## src/rtl/serial_sub_if.sv

```systemverilog
// Handshake bundle for serial_sub: operand request channel and result channel.
//   in_valid/in_ready/opa/opb  : operand pair offered by the producer
//   out_valid/out_ready        : result handshake toward the consumer
//   diff/borrow                : registered result
//   busy                       : unit is not idle
// master = producer/consumer side, slave = serial_sub.
interface serial_sub_if #(
  parameter int unsigned WIDTH = 8
);
  logic             in_valid;
  logic             in_ready;
  logic [WIDTH-1:0] opa;
  logic [WIDTH-1:0] opb;
  logic             out_valid;
  logic             out_ready;
  logic [WIDTH-1:0] diff;
  logic             borrow;
  logic             busy;

  modport master (
    output in_valid, opa, opb, out_ready,
    input  in_ready, out_valid, diff, borrow, busy
  );

  modport slave (
    input  in_valid, opa, opb, out_ready,
    output in_ready, out_valid, diff, borrow, busy
  );
endinterface

```

## src/rtl/serial_sub.sv

```systemverilog
// Bit-serial subtract-with-borrow: diff = opa - opb, LSB first, one bit per clock.
// Ports:
//   clk    : clock, rising edge
//   rst_n  : asynchronous active-low reset
//   bus    : serial_sub_if.slave (operand handshake, result handshake, busy)
// Optional feature: define SERIAL_SUB_SAT_EN for unsigned saturation
// (diff forced to 0 when the final borrow is 1).
module serial_sub #(
  parameter int unsigned WIDTH = 8
) (
  input  logic        clk,
  input  logic        rst_n,
  serial_sub_if.slave bus
);

  localparam int unsigned CNT_W = $clog2(WIDTH + 1);

  typedef enum logic [1:0] {
    IDLE  = 2'd0,
    SHIFT = 2'd1,
    DONE  = 2'd2
  } state_t;

  state_t             state;
  state_t             state_nxt;
  logic [WIDTH-1:0]   a_sr;
  logic [WIDTH-1:0]   b_sr;
  logic [WIDTH-1:0]   diff_q;
  logic               br;
  logic               borrow_q;
  logic [CNT_W-1:0]   cnt;
  logic               in_ready_q;
  logic               out_valid_q;
  logic               busy_q;

  logic               d_bit;
  logic               br_nxt;
  logic               last_bit;
  logic               accept;

  // Next-state and full-subtractor bit logic
  always_comb begin
    state_nxt = state;
    accept    = 1'b0;
    d_bit     = a_sr[0] ^ b_sr[0] ^ br;
    br_nxt    = (~a_sr[0] & b_sr[0]) | (~(a_sr[0] ^ b_sr[0]) & br);
    last_bit  = (cnt == CNT_W'(WIDTH - 1));
    case (state)
      IDLE: begin
        if (bus.in_valid) begin
          accept    = 1'b1;
          state_nxt = SHIFT;
        end
      end
      SHIFT: begin
        if (last_bit) state_nxt = DONE;
      end
      DONE: begin
        if (bus.out_ready) state_nxt = IDLE;
      end
      default: state_nxt = IDLE;
    endcase
  end

  // State register; status flags are registered copies of the next-state decode
  always_ff @(posedge clk or negedge rst_n) begin
    if (!rst_n) begin
      state       <= IDLE;
      in_ready_q  <= 1'b1;
      out_valid_q <= 1'b0;
      busy_q      <= 1'b0;
    end else begin
      state       <= state_nxt;
      in_ready_q  <= (state_nxt == IDLE);
      out_valid_q <= (state_nxt == DONE);
      busy_q      <= (state_nxt != IDLE);
    end
  end

  // Operand shifters, running borrow, partial difference and result
  always_ff @(posedge clk or negedge rst_n) begin
    if (!rst_n) begin
      a_sr     <= '0;
      b_sr     <= '0;
      br       <= 1'b0;
      cnt      <= '0;
      diff_q   <= '0;
      borrow_q <= 1'b0;
    end else if (accept) begin
      a_sr <= bus.opa;
      b_sr <= bus.opb;
      br   <= 1'b0;
      cnt  <= '0;
    end else if (state == SHIFT) begin
      a_sr   <= {1'b0, a_sr[WIDTH-1:1]};
      b_sr   <= {1'b0, b_sr[WIDTH-1:1]};
      br     <= br_nxt;
      cnt    <= cnt + CNT_W'(1);
      diff_q <= {d_bit, diff_q[WIDTH-1:1]};
      if (last_bit) begin
        borrow_q <= br_nxt;
`ifdef SERIAL_SUB_SAT_EN
        // Underflow clamps to zero; borrow still flags it
        if (br_nxt) diff_q <= '0;
`endif
      end
    end
  end

  assign bus.in_ready  = in_ready_q;
  assign bus.out_valid = out_valid_q;
  assign bus.busy      = busy_q;
  assign bus.diff      = diff_q;
  assign bus.borrow    = borrow_q;

endmodule

```

## src/flat_wrapper.sv

```systemverilog
// flat-port wrapper written by rule: the top's interface ports become plain ports
module serial_sub_flat 
#(
  parameter int unsigned WIDTH = 8
)
  (clk, rst_n, bus_in_valid, bus_opa, bus_opb, bus_out_ready, bus_in_ready, bus_out_valid, bus_diff, bus_borrow, bus_busy);
  serial_sub_if #(.WIDTH(WIDTH)) bus_i ();
  input  logic clk;
  input  logic rst_n;
  input wire logic [$bits(bus_i.in_valid)-1:0] bus_in_valid;
  input wire logic [$bits(bus_i.opa)-1:0] bus_opa;
  input wire logic [$bits(bus_i.opb)-1:0] bus_opb;
  input wire logic [$bits(bus_i.out_ready)-1:0] bus_out_ready;
  output wire logic [$bits(bus_i.in_ready)-1:0] bus_in_ready;
  output wire logic [$bits(bus_i.out_valid)-1:0] bus_out_valid;
  output wire logic [$bits(bus_i.diff)-1:0] bus_diff;
  output wire logic [$bits(bus_i.borrow)-1:0] bus_borrow;
  output wire logic [$bits(bus_i.busy)-1:0] bus_busy;
  assign bus_i.in_valid = bus_in_valid;
  assign bus_i.opa = bus_opa;
  assign bus_i.opb = bus_opb;
  assign bus_i.out_ready = bus_out_ready;
  assign bus_in_ready = bus_i.in_ready;
  assign bus_out_valid = bus_i.out_valid;
  assign bus_diff = bus_i.diff;
  assign bus_borrow = bus_i.borrow;
  assign bus_busy = bus_i.busy;
  serial_sub #(.WIDTH(WIDTH)) u_core (.clk(clk), .rst_n(rst_n), .bus(bus_i));
endmodule
```

## config.mk

```make
export PLATFORM = sky130hd
export DESIGN_NAME = serial_sub_flat
export DESIGN_NICKNAME = d
export VERILOG_FILES = /design/src/rtl/serial_sub_if.sv /design/src/rtl/serial_sub.sv /design/src/flat_wrapper.sv
export SDC_FILE = /design/constraint.sdc
export NUM_CORES = 1
export LEC_CHECK = 0
export ABC_CLOCK_PERIOD_IN_PS = 2100
export BUFFER_PORTS_ARGS = -buffer_cell sky130_fd_sc_hd__buf_2
export CORE_MARGIN = 1
export CORE_UTILIZATION = 55
export DETAILED_ROUTE_END_ITERATION = 6
export HOLD_SLACK_MARGIN = 0.1
export PLACE_DENSITY_LB_ADDON = 0.12
export RECOVER_POWER = 25
export SYNTH_ARGS = -nofsm -noshare
export SYNTH_HDL_FRONTEND = slang
export SYNTH_SLANG_ARGS = --single-unit
export TNS_END_PERCENT = 30
```

## constraint.sdc

```tcl
create_clock -name clk -period 2.1 [get_ports clk]
set_input_delay 0.42 -clock clk [delete_from_list [all_inputs] [get_ports clk]]
set_output_delay 0.42 -clock clk [all_outputs]
set_load 0.005 [all_outputs]
```

==> results of run 1 <==
==> logic make-up after synthesis <==
logic type      Yosys count
compound gates           52
fa+ha+maj                 2
buf+inv                  15
flops                    35
mux                       2
simple gates             58
==> where the power goes <==
part	internal (mW)	switching, mW
logic	0.427	0.482
clock network	0.281	0.230
registers	0.948	0.209
==> cell type report <==
type / instances / share of cell area
Tap cell: 31 / 0.0208
Inverter: 4 / 0.00806
Sequential cell: 35 / 0.471
Timing Repair Buffer: 36 / 0.103
Clock buffer: 6 / 0.0276
Clock inverter: 2 / 0.0188
Multi-Input combinational cell: 114 / 0.350
==> synthesized netlist by cell type (3+ instances only) <==
| cell type | number |
|---|---|
| o21ai_0 | 7 |
| o21ai_1 | 11 |
| a21oi_1 | 16 |
| a22oi_1 | 14 |
| nand3_1 | 3 |
| buf_2 | 6 |
| nand2_1 | 32 |
| dfrtp_1 | 34 |
| inv_1 | 3 |
| nor2b_1 | 16 |
==> stage by stage <==
stage	utilization	instances	hold WS (ps)	power (mW)
after global routing	0.675	228	185	2.77
after CTS	0.675	228	164	2.59
after floorplan	-	164	124	1.76
final	0.675	228	130	2.58
after global placement	0.644	220	453	2.01
after detailed placement	0.644	220	473	2.08
==> state kept, by name, indices dropped and copies added, names as in the netlist <==
name / count
u_core.a_sr: 8
u_core.b_sr: 8
u_core.bus.diff: 8
u_core.cnt: 4
u_core.state: 2
u_core.br: 1
u_core.bus.borrow: 1
u_core.bus.busy: 1
u_core.bus.in_ready: 1
u_core.bus.out_valid: 1
==> metal layers <==
| layer | routed length [um] | global-route usage | vias to the layer above | share of wire |
|---|---|---|---|---|
| met5 | 0 | 0 | - | 0 |
| met4 | 48 | 0.0871 | 0 | 0.014 |
| met3 | 163 | 0.0698 | 5 | 0.049 |
| met2 | 1720 | 0.415 | 37 | 0.51 |
| met1 | 1420 | 0.284 | 651 | 0.42 |
| li1 | - | - | 624 | - |
==> worst min-delay path by stage <==
| stage | from | endpoint |
|---|---|---|
| after global routing | rst_n | u_core.cnt[0] |
| after floorplan | rst_n | u_core.a_sr[0] |
| after CTS | rst_n | u_core.cnt[0] |
| after global placement | u_core.bus.diff[0] | u_core.bus.diff[0] |
| after detailed placement | u_core.bus.diff[3] | u_core.bus.diff[2] |
| final | rst_n | u_core.cnt[3] |
==> qor.csv, run 1 <==
metric,value,unit
status,"complete, no violations",
CP top delay family,simple AND/OR/NAND/NOR gates,
clock skew,11.1,ps
core footprint,0.00276,mm^2
CTS HTree Levels,2,
multi-input combinational cell area,652,um^2
DR DRC count,0,
setup_tns,0,ps
global-route wire length before repair,5740,um
CTS root buffer,clkbuf_4,
nets,218,
CTS tree,yes,
worst skew pair latency,340,ps
"EDFF count, synth",0,
Crit path largest cell delay,510,ps
DIE AREA,0.00315,mm^2
DRT Wirelength,3350,um
Leakage,0.920,nW
initial antenna violation count,0,
GPL Wtd Cong,0.722,
setup repair bufs after CTS,0,
worst setup path start,u_core.state[0],
worst min path class,primary input to asynchronous set/reset pin,
Power per Cell Area,1380,mW/mm^2
CTS buffer count,5,
Final period util,0.678,
vias in the first global route,1364,
placed inst area,0.00178,mm^2
DR WL/cell,14.7,um
largest net degree at the start of global routing,36,
VDD IR max,1.12,mV
DP Worst Slack,460,ps
initial drt markers,52,
Simple-Gate Fraction of Synth Area,0.180,
dpl hpwl,2290,um
Yosys reg bits,35,
vias per inst,5.78,
FF-to-FF Start,u_core.state[0],
die span in y,56.1,um
cell taking the most area after synthesis,dfrtp_1,
Layout Area Growth over Synthesis,15.5,%
RSZ-0062 raised after global routing,no,
slowest stage cell on the critical path,dfrtp_1,
Via Count,1317,
Rel. slew slack,0.499,
worst-margin pin slew,751,ps
crit end category,register,
kind of critical path,register to register,
DRT Pass-1 Iters,4,
Initial Util,0.584,
Synth area leaders,"dfrtp_1, nand2_1, a22oi_1",
CP startpoint kind,register,
final setup margin,676,ps
"commonest non-fill, non-tap cells in the layout","dfrtp_1, nand2_1, buf_2",
R2R cell count,4,
Core Rows,19,
Mapped Nets,186,
Max Fclk,702,MHz
grt ovf,0,
ys flop type,dfrtp_1,
xor/xnor cell area share of the yosys netlist,0,
Final setup viols,0,
crit-path cells,buf_4 -> or3b_4 -> and2_4 -> inv_2,
syn avg cell area,9.83,um^2
sequential element share of the synthesized area,0.544,
CP required,2390,ps
"most common cell after layout, fill and taps aside",dfrtp_1,
Mapped Area,0.00161,mm^2
layout cell share with drive strength beyond 1,0.244,
Ports,32,
Final Max Tran Viols,0,
Die Wd,56.1,um
CP arrival,1710,ps
main combinational cell family by area after synthesis,compound AO/OA/AOI/OAI gates,
yosys synthesis warning count,0,
Setup crit end,u_core.bus.busy,
crit path time final,1420,ps
IO Port Bufs,31,
count of cell types in the netlist,27,
fin area,0.00186,mm^2
Longest Clk Path Bufs,2,
ANT cells,0,
Buf/Inv on CP,2,
# resized after CTS,0,
multiplexer area fraction after synthesis,0.0124,
Synth top area share,0.528,
Post-Synth Adder-Cell Area,0.0202,
Total GRT Usage,0.240,
Critical Path Stages,4,
Fin. Hold Viols,0,
"Reg clk slew, reported paths",110,ps
reg2reg end,u_core.bus.busy,
clock sink count,35,
"Max FO, Critical Path",13,
Async SR Flop Fraction,1.00,
Synth Instances,164,
DRT antenna net count,0,
CTS Hold Bufs,0,
register area,877,um^2
Synth Area in Compound Gates,0.192,
internal reg-to-reg setup slack,680,ps
max-cap violations,0,
# fillers,229,
Note: power is estimated with default switching activity, not from simulation.
==> run 2: changes to the inputs <==
--- a/config.mk
+++ b/config.mk
@@ -5,10 +5,11 @@
 export SDC_FILE = /design/constraint.sdc
 export NUM_CORES = 1
 export LEC_CHECK = 0
-export ABC_CLOCK_PERIOD_IN_PS = 2100
+export ABC_AREA = 1
+export ABC_CLOCK_PERIOD_IN_PS = 1200
 export BUFFER_PORTS_ARGS = -buffer_cell sky130_fd_sc_hd__buf_2
 export CORE_MARGIN = 1
-export CORE_UTILIZATION = 55
+export CORE_UTILIZATION = 49
 export DETAILED_ROUTE_END_ITERATION = 6
 export HOLD_SLACK_MARGIN = 0.1
 export PLACE_DENSITY_LB_ADDON = 0.12
==> constraint.sdc (replaced) <==
create_clock -name clk -period 1.2 [get_ports clk]
set_input_delay 0.24 -clock clk [delete_from_list [all_inputs] [get_ports clk]]
set_output_delay 0.24 -clock clk [all_outputs]
set_load 0.005 [all_outputs]
==> run 2 against run 1 <==
Compared with the run above: sequential power up 69%; largest cell class unchanged; worst setup slack got worse by 660 ps; synthesized cell count up 6.1%; sequential share of layout area decreased by 2.9 points.
==> qor.csv, run 2 <==
metric,value,unit
status,"complete, no violations",
dpl hpwl,2200,um
xor/xnor cell area share of the yosys netlist,0,
crit end category,output port,
"commonest non-fill, non-tap cells in the layout","nand2_1, dfrtp_1, buf_2",
routing usage on met1,0.249,
vias per inst,4.83,
Post-Layout Cell Count,264,
Mapped Nets,196,
met3 usage,0.0714,
Rel. slew slack,0.749,
Async SR Flop Fraction,1.00,
Max Fclk,844,MHz
Synth Instances,174,
GPL Wtd Cong,0.785,
clock sink count,35,
DRT Pass-1 Iters,4,
"Max FO, Critical Path",1,
cell taking the most area after synthesis,dfrtp_1,
CTS buffer count,5,
CP required,960,ps
Cells after DPL,249,
DR DRC count,0,
Simple-Gate Fraction of Synth Area,0.310,
"EDFF count, synth",0,
CTS root buffer,clkbuf_4,
Via Count,1274,
clock skew,3.24,ps
# fillers,283,
setup repair bufs after CTS,0,
count of cell types in the netlist,20,
Final period util,0.988,
largest net degree at the start of global routing,22,
Layout Area Growth over Synthesis,20.4,%
DRT Wirelength,3050,um
die span in y,60.0,um
VDD IR max,0.935,mV
crit-path cells,buf_6,
initial drt markers,48,
Power per Cell Area,2340,mW/mm^2
Synth area leaders,"dfrtp_1, nand2_1, nand3_2",
max-cap violations,0,
grt ovf,0,
Post-Synth Adder-Cell Area,0.0197,
most numerous cell in the Yosys netlist,nand2_1,
nets,241,
Buf/Inv on CP,1,
syn avg cell area,9.48,um^2
core footprint,0.00313,mm^2
Final Max Tran Viols,0,
Initial Util,0.527,
Final setup viols,0,
Total GRT Usage,0.208,
DIE AREA,0.00360,mm^2
Ports,32,
global-route wire length before repair,5310,um
Synth Area in Compound Gates,0.0501,
sequential element share of the synthesized area,0.532,
CP arrival,950,ps
DR WL/cell,11.6,um
worst-margin pin slew,376,ps
yosys synthesis warning count,0,
Synth top area share,0.516,
main combinational cell family by area after synthesis,simple AND/OR/NAND/NOR gates,
initial antenna violation count,0,
layout cell share with drive strength beyond 1,0.341,
CTS HTree Levels,2,
Final Power,4.65,mW
GR Util met2,0.348,
vias in the first global route,1251,
ys flop type,dfrtp_1,
"most common cell after layout, fill and taps aside",nand2_1,
CTS tree,yes,
GR peak layer,met2,
worst min path class,primary input to register,
RSZ-0062 raised after global routing,yes,
CP startpoint kind,register,
crit path time final,1190,ps
Crit path largest cell delay,540,ps
Leakage,1.04,nW
Commonest cells post-synth,"nand2_1, dfrtp_1, nand3_2",
ANT cells,0,
"Reg clk slew, reported paths",90,ps
DRT antenna net count,0,
kind of critical path,register to output port,
Fin. Hold Viols,0,
Longest Clk Path Bufs,2,
Yosys reg bits,35,
Mapped Area,0.00165,mm^2
multiplexer area fraction after synthesis,0,
Core Rows,20,
internal reg-to-reg setup slack,80,ps
CP top delay family,flip-flops,
worst skew pair latency,330,ps
slowest stage cell on the critical path,dfstp_2,
IO Port Bufs,31,
Die Wd,60.0,um
## run 2: path summary, 6_finish.rpt
check | endpoint | startpoint | cells past startpoint
max in group asynchronous | u_core.b_sr[0] | rst_n | 3
worst max register to register | u_core.br | u_core.br | 3
worst max-delay path | bus_in_ready | u_core.bus.in_ready | 1
worst min register to register | u_core.b_sr[7] | u_core.b_sr[7] | 2
worst min-delay path | u_core.a_sr[1] | bus_opa[1] | 3
min in group asynchronous | u_core.bus.diff[0] | rst_n | 2
## run 2: final cells by class
type                    instances  area [um^2]  area share
repair buffers                 45          297       0.149
inverters                      17         71.3      0.0359
multi-input cells             115          637       0.321
clock buffers                   8         48.8      0.0246
flip-flops and latches         35          877       0.442
well taps                      44         55.1      0.0277
## run 2: cell families (layout without fill, tap and decap cells)
| family | Yosys count | after routing |
|---|---|---|
| fa+ha+maj | 2 | 2 |
| compound gates | 15 | 15 |
| simple gates | 98 | 98 |
| buf+inv | 24 | 70 |
| flops | 35 | 35 |
## run 2: what timing repair did
action,in CTS,in global routing
endpoints found under the hold margin,16,3
setup endpoints to repair,0,19
resized for setup,0,6
hold buffers,4,3
## run 2: through the flow
stage	utilization	area [um^2]	worst slack [ps]	setup TNS (ps)	hold WS [ps]
3_3_place_gp	0.594	1860	87.4	0	172
5_1_grt	0.635	1990	-33.6	-33.6	101
3_5_place_dp	0.594	1860	67.1	0	178
2_1_floorplan	-	1650	128	0	-55.6
6_report	0.635	1990	14.5	0	110
4_1_cts	0.622	1950	0.129	0	101
## run 2: report_power, final
group | switching (mW) | total [mW] | leakage (nW) | internal, mW
clock network | 0.362 | 0.595 | 0.0265 | 0.233
registers | 0.294 | 1.96 | 0.446 | 1.66
logic | 1.21 | 2.10 | 0.570 | 0.884
## run 2: layer usage
layer / wire (um) / vias to the layer above / share of wire
li1: - / 645 / -
met1: 1300 / 591 / 0.43
met2: 1540 / 32 / 0.51
met3: 163 / 6 / 0.053
met4: 42 / 0 / 0.014
met5: 0 / - / 0
==> run 3: changes to the inputs <==
--- a/config.mk
+++ b/config.mk
@@ -6,10 +6,10 @@
 export NUM_CORES = 1
 export LEC_CHECK = 0
 export ABC_AREA = 1
-export ABC_CLOCK_PERIOD_IN_PS = 1200
+export ABC_CLOCK_PERIOD_IN_PS = 1350
 export BUFFER_PORTS_ARGS = -buffer_cell sky130_fd_sc_hd__buf_2
 export CORE_MARGIN = 1
-export CORE_UTILIZATION = 49
+export CORE_UTILIZATION = 54
 export DETAILED_ROUTE_END_ITERATION = 6
 export HOLD_SLACK_MARGIN = 0.1
 export PLACE_DENSITY_LB_ADDON = 0.12
==> constraint.sdc (replaced) <==
create_clock -name clk -period 1.35 [get_ports clk]
set_input_delay 0.27 -clock clk [delete_from_list [all_inputs] [get_ports clk]]
set_output_delay 0.27 -clock clk [all_outputs]
set_load 0.005 [all_outputs]
==> run 3 against run 2 <==
Compared with the run above: the run now ends with DRC left; sequential power shrank 12%; wire length shrank 0.72%; first-iteration DRC count decreased by 6.3%; critical path type unchanged; critical endpoint unchanged; highest routed layer unchanged.
==> qor.csv, run 3 (synthesis gave the netlist of run 2 again) <==
metric,value,unit
Power per Cell Area,2200,mW/mm^2
Die Wd,57.3,um
Via Count,1229,
nets,233,
Final setup viols,0,
largest net degree at the start of global routing,36,
Ports,32,
CP required,1080,ps
worst skew pair latency,330,ps
GPL Wtd Cong,0.755,
clock skew,8.94,ps
Longest Clk Path Bufs,2,
worst-margin pin slew,766,ps
CP startpoint kind,register,
kind of critical path,register to output port,
initial drt markers,45,
register area,877,um^2
placed inst area,0.00181,mm^2
"Reg clk slew, reported paths",110,ps
die span in y,57.3,um
DR DRC count,3,
Max Fclk,824,MHz
CTS HTree Levels,2,
Rel. slew slack,0.489,
Post-Layout Cell Count,243,
Leakage,1.01,nW
CP arrival,940,ps
"commonest non-fill, non-tap cells in the layout","nand2_1, dfrtp_1, buf_2",
core footprint,0.00283,mm^2
RSZ-0062 raised after global routing,no,
initial antenna violation count,0,
setup_tns,0,ps
crit-path cells,buf_2,
crit path time final,1210,ps
Buf/Inv on CP,1,
CTS tree,yes,
failing checks,DRC,
dpl hpwl,2030,um
IO Port Bufs,31,
multi-input combinational cell area,627,um^2
Total GRT Usage,0.219,
"most common cell after layout, fill and taps aside",nand2_1,
ANT cells,0,
DRT antenna net count,0,
VDD IR max,1.09,mV
Initial Util,0.583,
Crit path largest cell delay,520,ps
crit end category,output port,
# fillers,237,
layout cell share with drive strength beyond 1,0.344,
global-route wire length before repair,5290,um
clock sink count,35,
Cells after DPL,234,
status,finished with violations,
Core Rows,19,
CTS root buffer,clkbuf_4,
CP top delay family,flip-flops,
grt ovf,0,
slowest stage cell on the critical path,dfstp_2,
"Max FO, Critical Path",1,
DRT Pass-1 Iters,6,
CTS buffer count,5,
vias per inst,5.06,
fin area,0.00189,mm^2
DIE AREA,0.00328,mm^2
Fin. Hold Viols,0,
Layout Area Growth over Synthesis,14.6,%
Final Max Tran Viols,0,
Final Power,4.16,mW
DRT Wirelength,3030,um
max-cap violations,0,
worst min path class,primary input to register,
vias in the first global route,1197,
Final period util,0.898,
DR WL/cell,12.5,um
-- run 3: worst paths after layout --
path	from	end	slack, ps	cells after the start
max in group asynchronous	rst_n	u_core.a_sr[0]	240	3
worst min register to register	u_core.b_sr[7]	u_core.b_sr[7]	490	2
min in group asynchronous	rst_n	u_core.b_sr[5]	630	3
worst max-delay path	u_core.bus.in_ready	bus_in_ready	140	1
worst min-delay path	bus_opa[3]	u_core.a_sr[3]	130	3
worst max register to register	u_core.br	u_core.bus.diff[7]	190	4
-- run 3: through the flow --
| stage | util | worst slack [ps] | hold WS, ps |
|---|---|---|---|
| after global routing | 0.668 | 76.2 | 127 |
| final | 0.668 | 137 | 133 |
| after detailed placement | 0.641 | 215 | 326 |
| after global placement | 0.641 | 249 | 321 |
| after CTS | 0.669 | 120 | 124 |
| after floorplan | - | 278 | -25.6 |
-- run 3: worst reg2reg max path, stage by stage, from the launching register on --
cell and delay, ps:
dfrtp_1 340, inv_1 70, fa_1 550, nand2_1 60, o21ai_1 60
-- run 3: layout make-up --
cell class,count,area share
multi-input cells,115,0.332
flip-flops and latches,35,0.464
repair buffers,37,0.113
clock buffers,8,0.0364
well taps,31,0.0205
inverters,17,0.0351
-- run 3: what timing repair did --
action	CTS	global route
endpoints found under the hold margin	34	0
resized for setup	0	0
setup endpoints to repair	0	0
hold buffers	1	0
buffers inserted	0	0
-- run 3: routing by layer --
| metal | wire length [um] | up-vias | global-route usage |
|---|---|---|---|
| met4 | 40 | 0 | 0.0767 |
| met5 | 0 | - | 0 |
| met1 | 1350 | 561 | 0.279 |
| li1 | - | 625 | - |
| met3 | 186 | 5 | 0.0771 |
| met2 | 1450 | 38 | 0.350 |
-- run 3: report_power, final --
part / total (mW) / internal (mW) / switching [mW] / leakage, nW
Sequential: 1.73 / 1.48 / 0.251 / 0.446
Clock: 0.639 / 0.306 / 0.333 / 0.0386
Combinational: 1.79 / 0.719 / 1.07 / 0.527
Total: 4.16 / 2.50 / 1.66 / 1.01
